### config.mk
export PLATFORM = sky130hd
export DESIGN_NAME = hilo_unit
export DESIGN_NICKNAME = d
export VERILOG_FILES = /design/src/rtl/hilo_unit.sv
export SDC_FILE = /design/constraint.sdc
export NUM_CORES = 1
export LEC_CHECK = 0
export CORE_ASPECT_RATIO = 0.9
export CORE_MARGIN = 2
export CORE_UTILIZATION = 55
export CTS_BUF_LIST = sky130_fd_sc_hd__clkbuf_8 sky130_fd_sc_hd__clkbuf_16
export CTS_CLUSTER_DIAMETER = 60
export DETAILED_ROUTE_END_ITERATION = 10
export GPL_TIMING_DRIVEN = 0
export MAX_ROUTING_LAYER = met4
export PLACE_DENSITY_LB_ADDON = 0.15
export SETUP_SLACK_MARGIN = 0.05
export SYNTH_ARGS = -nofsm -noshare
export SYNTH_HDL_FRONTEND = slang
export SYNTH_SLANG_ARGS = --single-unit
### constraint.sdc
create_clock -name clk -period 9.6 [get_ports clk]
set_input_delay 1.44 -clock clk [delete_from_list [all_inputs] [get_ports clk]]
set_output_delay 1.44 -clock clk [all_outputs]
set_load 0.1 [all_outputs]
### src/rtl/hilo_unit.sv
// -----------------------------------------------------------------------------
// hilo_unit
//   HI/LO multiply-divide unit. A start request captures an operation and two
//   32-bit operands, then runs a fixed 32-iteration radix-2 loop on unsigned
//   magnitudes, followed by a single sign-fixup cycle that loads HI/LO and
//   pulses done. When the unit is idle, HI and LO can also be written directly.
//
// Ports
//   clk    in   1   clock; all state changes on the rising edge
//   rst    in   1   asynchronous reset, active low
//   start  in   1   request a new operation (sampled only while idle)
//   op     in   2   0=MULT, 1=MULTU, 2=DIV, 3=DIVU
//   a      in  32   multiplicand / dividend
//   b      in  32   multiplier / divisor
//   wr_hi  in   1   direct write of hi from wdata (idle, no start)
//   wr_lo  in   1   direct write of lo from wdata (idle, no start)
//   wdata  in  32   direct write data
//   busy   out  1   operation in progress
//   done   out  1   one-cycle pulse; hi/lo already hold the result
//   hi     out 32   product[63:32] or remainder
//   lo     out 32   product[31:0] or quotient
//
// State | meaning
// ------+-----------------------------------------------------------
// IDLE  | waiting for start; direct hi/lo writes allowed
// RUN   | one shift-add / shift-subtract iteration per edge, 32 total
// FIX   | sign correction, hi/lo load, done pulse, back to IDLE
// -----------------------------------------------------------------------------
module hilo_unit (
    input  logic        clk,
    input  logic        rst,
    input  logic        start,
    input  logic [1:0]  op,
    input  logic [31:0] a,
    input  logic [31:0] b,
    input  logic        wr_hi,
    input  logic        wr_lo,
    input  logic [31:0] wdata,
    output logic        busy,
    output logic        done,
    output logic [31:0] hi,
    output logic [31:0] lo
);

    typedef enum logic [1:0] {
        S_IDLE = 2'd0,
        S_RUN  = 2'd1,
        S_FIX  = 2'd2
    } state_t;

    state_t      state;
    state_t      state_nxt;

    logic [4:0]  cnt;
    logic        is_div;
    logic        neg_q;      // negate product (mult) or quotient (div)
    logic        neg_r;      // remainder takes the dividend's negative sign
    logic [31:0] opnd;       // multiplicand or divisor magnitude
    logic [31:0] acc_hi;     // product upper half / partial remainder
    logic [31:0] acc_lo;     // multiplier bits / dividend bits -> quotient
    logic [31:0] hi_r;
    logic [31:0] lo_r;
    logic        done_r;

    // operand capture
    logic        signed_op;
    logic        a_neg;
    logic        b_neg;
    logic [31:0] a_mag;
    logic [31:0] b_mag;
    logic        b_zero;

    // iteration datapath
    logic [32:0] mul_sum;
    logic [32:0] div_shift;
    logic        div_ge;
    logic [31:0] div_diff;

    // sign fixup
    logic [63:0] prod;
    logic [63:0] prod_fix;
    logic [31:0] quo_fix;
    logic [31:0] rem_fix;

    assign signed_op = ~op[0];
    assign a_neg     = signed_op & a[31];
    assign b_neg     = signed_op & b[31];
    assign a_mag     = a_neg ? (32'd0 - a) : a;
    assign b_mag     = b_neg ? (32'd0 - b) : b;
    assign b_zero    = (b == 32'd0);

    // Multiply: add the multiplicand when the current multiplier LSB is set,
    // then shift the 65-bit {carry, acc_hi, acc_lo} right by one.
    assign mul_sum   = {1'b0, acc_hi} + (acc_lo[0] ? {1'b0, opnd} : 33'd0);

    // Divide: shift the next dividend bit into the remainder and subtract the
    // divisor if it fits. The remainder stays below the divisor, so the
    // shifted value needs 33 bits but a successful difference fits in 32.
    assign div_shift = {acc_hi, acc_lo[31]};
    assign div_ge    = (div_shift >= {1'b0, opnd});
    assign div_diff  = div_shift[31:0] - opnd;

    // A zero divisor makes the loop produce quotient = all ones and
    // remainder = |a|; neg_q is cleared at capture and neg_r restores the
    // dividend's sign, so hi ends up equal to the raw dividend.
    assign prod      = {acc_hi, acc_lo};
    assign prod_fix  = neg_q ? (64'd0 - prod) : prod;
    assign quo_fix   = neg_q ? (32'd0 - acc_lo) : acc_lo;
    assign rem_fix   = neg_r ? (32'd0 - acc_hi) : acc_hi;

    always_ff @(posedge clk or negedge rst) begin
        if (!rst) begin
            state <= S_IDLE;
        end else begin
            state <= state_nxt;
        end
    end

    always_comb begin
        state_nxt = state;
        case (state)
            S_IDLE: if (start) state_nxt = S_RUN;
            S_RUN:  if (cnt == 5'd31) state_nxt = S_FIX;
            S_FIX:  state_nxt = S_IDLE;
            default: state_nxt = S_IDLE;
        endcase
    end

    always_ff @(posedge clk or negedge rst) begin
        if (!rst) begin
            cnt    <= 5'd0;
            is_div <= 1'b0;
            neg_q  <= 1'b0;
            neg_r  <= 1'b0;
            opnd   <= 32'd0;
            acc_hi <= 32'd0;
            acc_lo <= 32'd0;
            hi_r   <= 32'd0;
            lo_r   <= 32'd0;
            done_r <= 1'b0;
        end else begin
            done_r <= 1'b0;
            case (state)
                S_IDLE: begin
                    if (start) begin
                        cnt    <= 5'd0;
                        is_div <= op[1];
                        acc_hi <= 32'd0;
                        if (op[1]) begin
                            acc_lo <= a_mag;
                            opnd   <= b_mag;
                            neg_q  <= (a_neg ^ b_neg) & ~b_zero;
                            neg_r  <= a_neg;
                        end else begin
                            acc_lo <= b_mag;
                            opnd   <= a_mag;
                            neg_q  <= a_neg ^ b_neg;
                            neg_r  <= 1'b0;
                        end
                    end else begin
                        if (wr_hi) hi_r <= wdata;
                        if (wr_lo) lo_r <= wdata;
                    end
                end
                S_RUN: begin
                    cnt <= cnt + 5'd1;
                    if (is_div) begin
                        acc_hi <= div_ge ? div_diff : div_shift[31:0];
                        acc_lo <= {acc_lo[30:0], div_ge};
                    end else begin
                        acc_hi <= mul_sum[32:1];
                        acc_lo <= {mul_sum[0], acc_lo[31:1]};
                    end
                end
                S_FIX: begin
                    if (is_div) begin
                        hi_r <= rem_fix;
                        lo_r <= quo_fix;
                    end else begin
                        hi_r <= prod_fix[63:32];
                        lo_r <= prod_fix[31:0];
                    end
                    done_r <= 1'b1;
                end
                default: begin
                    cnt <= 5'd0;
                end
            endcase
        end
    end

    assign busy = (state != S_IDLE);
    assign done = done_r;
    assign hi   = hi_r;
    assign lo   = lo_r;

endmodule

# Yosys cells after proc, flatten, opt, wreduce, memory -nomap -nowiden
# Index checks and enable logic that the tools add are counted.
# word_totals
ff_bits	171
word_cells	77
# classes
n_lt_le_gt_ge	1
bitwise_logic	7
muxes	31
eq_ne	8
reduce_logical	11
n_addsub	8
# op_table
cell	n
$mux W32	18
$pmux W32 S2	4
$sub A1 B32 Y32 const A	4
$mux W64	1
$sub A1 B64 Y64 const A	1
$add A32 B32 Y33	1
$ge A33 B32 Y1	1
$logic_not A32 Y1	1
$sub A32 B32 Y32	1
$pmux W5 S3	1
$ne A2 B2 Y1 const B	5
$reduce_and A2 Y1	4
$reduce_and A3 Y1	2
$reduce_bool A2 Y1	3
$add A5 B1 Y5 const B	1
$eq A5 B5 Y1 const B	1
$mux W5	1
$mux W2	2
$pmux W2 S2	1
$and A1 B1 Y1	3
$mux W1	3
$not A1 Y1	3
$eq A2 B1 Y1 const B	1
$eq A2 B2 Y1 const B	1
2 further kinds	2

# Depth between registers and ports, before layout
# logic_depth
ltp_word	6
depth_mapped	14
depth_no_buf	13

# Least setup slack after synthesis
# OpenSTA, ideal clock, no wires.
# synth_timing
kind	input-to-reg
start	input a[8]
end	register acc_lo[21]
stages	9
arrival_time_ns	3.782
t_required_ns	9.523
path_slack_ns	5.741
path_buffers	0
path_cell_list	or4_1 > nor4_1 > nand3b_1 > nor3b_1 > a21oi_1 > xor2_1 > nor2_1 > o31a_1 > a21oi_1
# synth_via
elab_chain_len	5
# synth_rtl
element	line_no	source
from (decl)	34	input logic [31:0] a,
$sub A1 B32 Y32	88	assign a_mag = a_neg ? (32'd0 - a) : a;
$mux W32	88	
$mux W32	149	if (op[1]) begin
$mux W32	145	if (start) begin
$pmux W32 S2	143	case (state)
to (signal assigned)	150	acc_lo <= a_mag;
to (signal assigned)	155	acc_lo <= b_mag;
to (signal assigned)	169	acc_lo <= {acc_lo[30:0], div_ge};
to (decl)	60	logic [31:0] acc_lo;
# No other way between the ends. The select of a mux whose other input is x is not followed.
# A chain may end at the register's enable or synchronous reset.

# Worst setup path in the final report
# layout_timing
start	register acc_hi[22]
end	register acc_hi[9]
# layout_via
elab_chain_len	4
# layout_rtl
element	line_no	source
from (decl)	59	logic [31:0] acc_hi;
from (signal assigned)	168	acc_hi <= div_ge ? div_diff : div_shift[31:0];
from (signal assigned)	171	acc_hi <= mul_sum[32:1];
$ge A33 B32 Y1	100	assign div_ge = (div_shift >= {1'b0, opnd});
$mux W32	168	
$mux W32	167	if (is_div) begin
$pmux W32 S2	143	
# No other way between the ends.

==> impl_metrics.json <==
{
  "outcome": "completed",
  "grt_setup_unrepaired": "no",
  "drt_first_iter_violations": 1951,
  "hpwl_um": 44400,
  "dieHeight_um": 161.1,
  "max_slew_margin_pct": 32.52,
  "tritoncts_clock_tree": "yes",
  "ios": 169,
  "htreeDepth": 4,
  "route.detailed.vias_per_inst": 6.480,
  "cts_buffers": 17,
  "io_buffers": 167,
  "grt_pass1_wl_um": 85650,
  "post-synth-top-area-fraction_pct": 28.37,
  "multi_input_comb_area_um2": 10090,
  "synth.top_cells.by_area": "sky130_fd_sc_hd__dfrtp_1 28%, sky130_fd_sc_hd__mux2i_1 7.4%, sky130_fd_sc_hd__xnor2_1 6.3%, sky130_fd_sc_hd__o21ai_0 5.9%, sky130_fd_sc_hd__ha_1 5.8%",
  "worst-setup-path-type": "register to register",
  "edff_count_synth": 0,
  "ctsLongestPathBuffers": 2,
  "global_route.usage.total_pct": 39.98,
  "grt_overflow_total": 0,
  "drt_drc_violations_left": 0,
  "initial_antenna_violation_count": 2,
  "max-cap-violations": 0,
  "wl_um": 56370,
  "finClkSkew_ps": 17.22,
  "mostFrequentLayoutCell": "sky130_fd_sc_hd__nand2_1",
  "layout_min_cycle_time_ps": 4656,
  "cp_data_required_time_ps": 9910,
  "synth_area_leader_cell": "sky130_fd_sc_hd__dfrtp_1",
  "final_nets": 2266,
  "cp-end-kind": "register",
  "final_cell_mix": "207 x sky130_fd_sc_hd__nand2_1, 179 x sky130_fd_sc_hd__o21ai_0, 171 x sky130_fd_sc_hd__dfrtp_1",
  "via_count": 15940,
  "synth.yosys.seq_area_share_pct": 28.37,
  "cts_hold_repair.buffers": 0,
  "critical_path.startpoint_type": "register",
  "clk_latency_ps": 460,
  "cp_data_arrival_time_ps": 4970,
  "synthesis.area_per_instance_um2": 7.921,
  "grt_max_degree": 107,
  "yosysWarningCount": 0,
  "dominantRegCellSynth": "sky130_fd_sc_hd__dfrtp_1",
  "total_die_area_um2": 28760,
  "initial_utilization_pct": 55.95,
  "synthArstFlopShare_pct": 100.0,
  "gp_congestion": 1.021,
  "hold_viol": 0,
  "drt-pass1-iter-count": 6,
  "num-fill-cells": 2321,
  "synthToLayoutAreaGrowth_pct": 18.46,
  "floorplan.die.width_um": 178.6,
  "post_synthesis_cells": 1904,
  "drive_above_1_share_pct": 2.852,
  "path_clk_slew_ps": 80,
  "synth.ff_latch_count": 171,
  "wire_length_per_cell_after_detailed_routing_um": 22.91,
  "min-delay-path-class": "register to register",
  "via_count_of_the_first_global_routing_pass": 14920,
  "highest_clock_frequency_the_design_can_meet_ghz": 0.2148,
  "final-seq-area_um2": 4279,
  "core_um2": 26960,
  "layout_worst_path_cycle_share_pct": 48.50,
  "synth_area_um2": 15080,
  "cts-root-buf": "sky130_fd_sc_hd__clkbuf_16",
  "worst_path_maximum_fanout": 10,
  "tightestPinTransition_ps": 1009,
  "maxSlewViolCount": 0,
  "cts_setup_buffers": 0,
  "route.antenna.remaining_nets": 0,
  "post_synth_num_cell_types": 73,
  "fin_tns_setup_ps": 0,
  "synth_nets": 2079,
  "cts_sinks": 171,
  "ctsResizeCount": 0,
  "number_of_setup_violations_in_the_final_report": 0,
  "rows": 57
}
[synth_stat cells (9+ instances only)]
master and n:
sky130_fd_sc_hd__nor2b_1 25, sky130_fd_sc_hd__and2_1 11, sky130_fd_sc_hd__mux2i_1 111, sky130_fd_sc_hd__nor4_1 16, sky130_fd_sc_hd__nor3_1 35, sky130_fd_sc_hd__nor2_1 149, sky130_fd_sc_hd__xnor2_1 109, sky130_fd_sc_hd__o41ai_1 10
sky130_fd_sc_hd__buf_1 24, sky130_fd_sc_hd__o21a_1 11, sky130_fd_sc_hd__o221ai_1 10, sky130_fd_sc_hd__nand2_1 207, sky130_fd_sc_hd__nand3_1 41, sky130_fd_sc_hd__a211oi_1 46, sky130_fd_sc_hd__o21ai_1 12, sky130_fd_sc_hd__nand2b_1 23
sky130_fd_sc_hd__a21o_1 33, sky130_fd_sc_hd__o211ai_1 23, sky130_fd_sc_hd__clkbuf_1 94, sky130_fd_sc_hd__a21oi_1 145, sky130_fd_sc_hd__dfrtp_1 171, sky130_fd_sc_hd__and3_1 12, sky130_fd_sc_hd__xor2_1 62, sky130_fd_sc_hd__or3_1 14
sky130_fd_sc_hd__o21ai_0 179, sky130_fd_sc_hd__or4_1 9, sky130_fd_sc_hd__inv_1 64, sky130_fd_sc_hd__a31oi_1 27, sky130_fd_sc_hd__o31ai_1 23, sky130_fd_sc_hd__ha_1 70, sky130_fd_sc_hd__nand4_1 13, sky130_fd_sc_hd__a22oi_1 17
[final cells by class]
class,count,share of cell area [%]
Sequential cell,171,23.95
Clock buffer,17,2.381
Clock inverter,15,1.156
Buffer,122,2.626
Tap cell,354,2.479
Inverter,65,1.366
Multi-Input combinational cell,1546,56.47
Timing Repair Buffer,168,9.538
Antenna cell,2,0.02801
[metal layers]
layer / track usage (%) / up-vias / share of wire (%)
met1: 54.48 / 7573 / 42
met4: 14.30 / 0 / 3.6
met5: - / - / 0
met2: 59.79 / 964 / 43
met3: 7.086 / 137 / 10
li1: - / 7268 / -
[path summary, 6_finish.rpt]
path,startpoint,slack (ps),cells past startpoint,to
max in group asynchronous,rst,7770,2,acc_hi[15]
worst min-delay path,opnd[19],490,2,opnd[19]
min in group asynchronous,rst,900,1,lo[9]
worst max-delay path,acc_hi[22],4940,11,acc_hi[9]
worst min register to register,opnd[19],490,2,opnd[19]
worst max register to register,acc_hi[22],4940,11,acc_hi[9]
[registers in the layout, indices dropped and copies added (netlist names)]
name and count:
acc_hi 32, acc_lo 32, cnt 5, done 1, hi 32, is_div 1, lo 32, neg_q 1
neg_r 1, opnd 32, state 2
[worst max-delay path, stage by stage, from the launching register on]
cell and delay [ps]:
sky130_fd_sc_hd__dfrtp_1 550, sky130_fd_sc_hd__ha_1 350, sky130_fd_sc_hd__clkbuf_1 300, sky130_fd_sc_hd__nand4_1 310
sky130_fd_sc_hd__nor4_1 900, sky130_fd_sc_hd__nand3_1 280, sky130_fd_sc_hd__and3_1 350, sky130_fd_sc_hd__a21bo_2 210
sky130_fd_sc_hd__clkbuf_1 420, sky130_fd_sc_hd__buf_2 460, sky130_fd_sc_hd__mux2i_1 270, sky130_fd_sc_hd__o21ai_0 100
[metrics by stage]
stage	instance area, um2	cells	utilization, %	setup WS (ps)	hold WS, ps
final	17870	2460	66.27	4944	490.1
after global routing	17870	2460	66.27	4801	515.0
after CTS	17860	2458	66.25	5092	495.4
after detailed placement	17230	2426	63.91	4654	477.0
after global placement	17200	2425	63.79	216.5	468.5
after floorplan	15080	1904	-	5741	449.7
[logic make-up after synthesis]
family	share of synthesized area, %
flops	28.37
buf+inv	4.729
simple gates	18.46
xor+xnor	9.930
compound gates	24.85
fa+ha+maj	6.073
mux	7.591
Power is not shown: default switching activity piles up to over one toggle a cycle in this logic, so the estimate is an artifact.
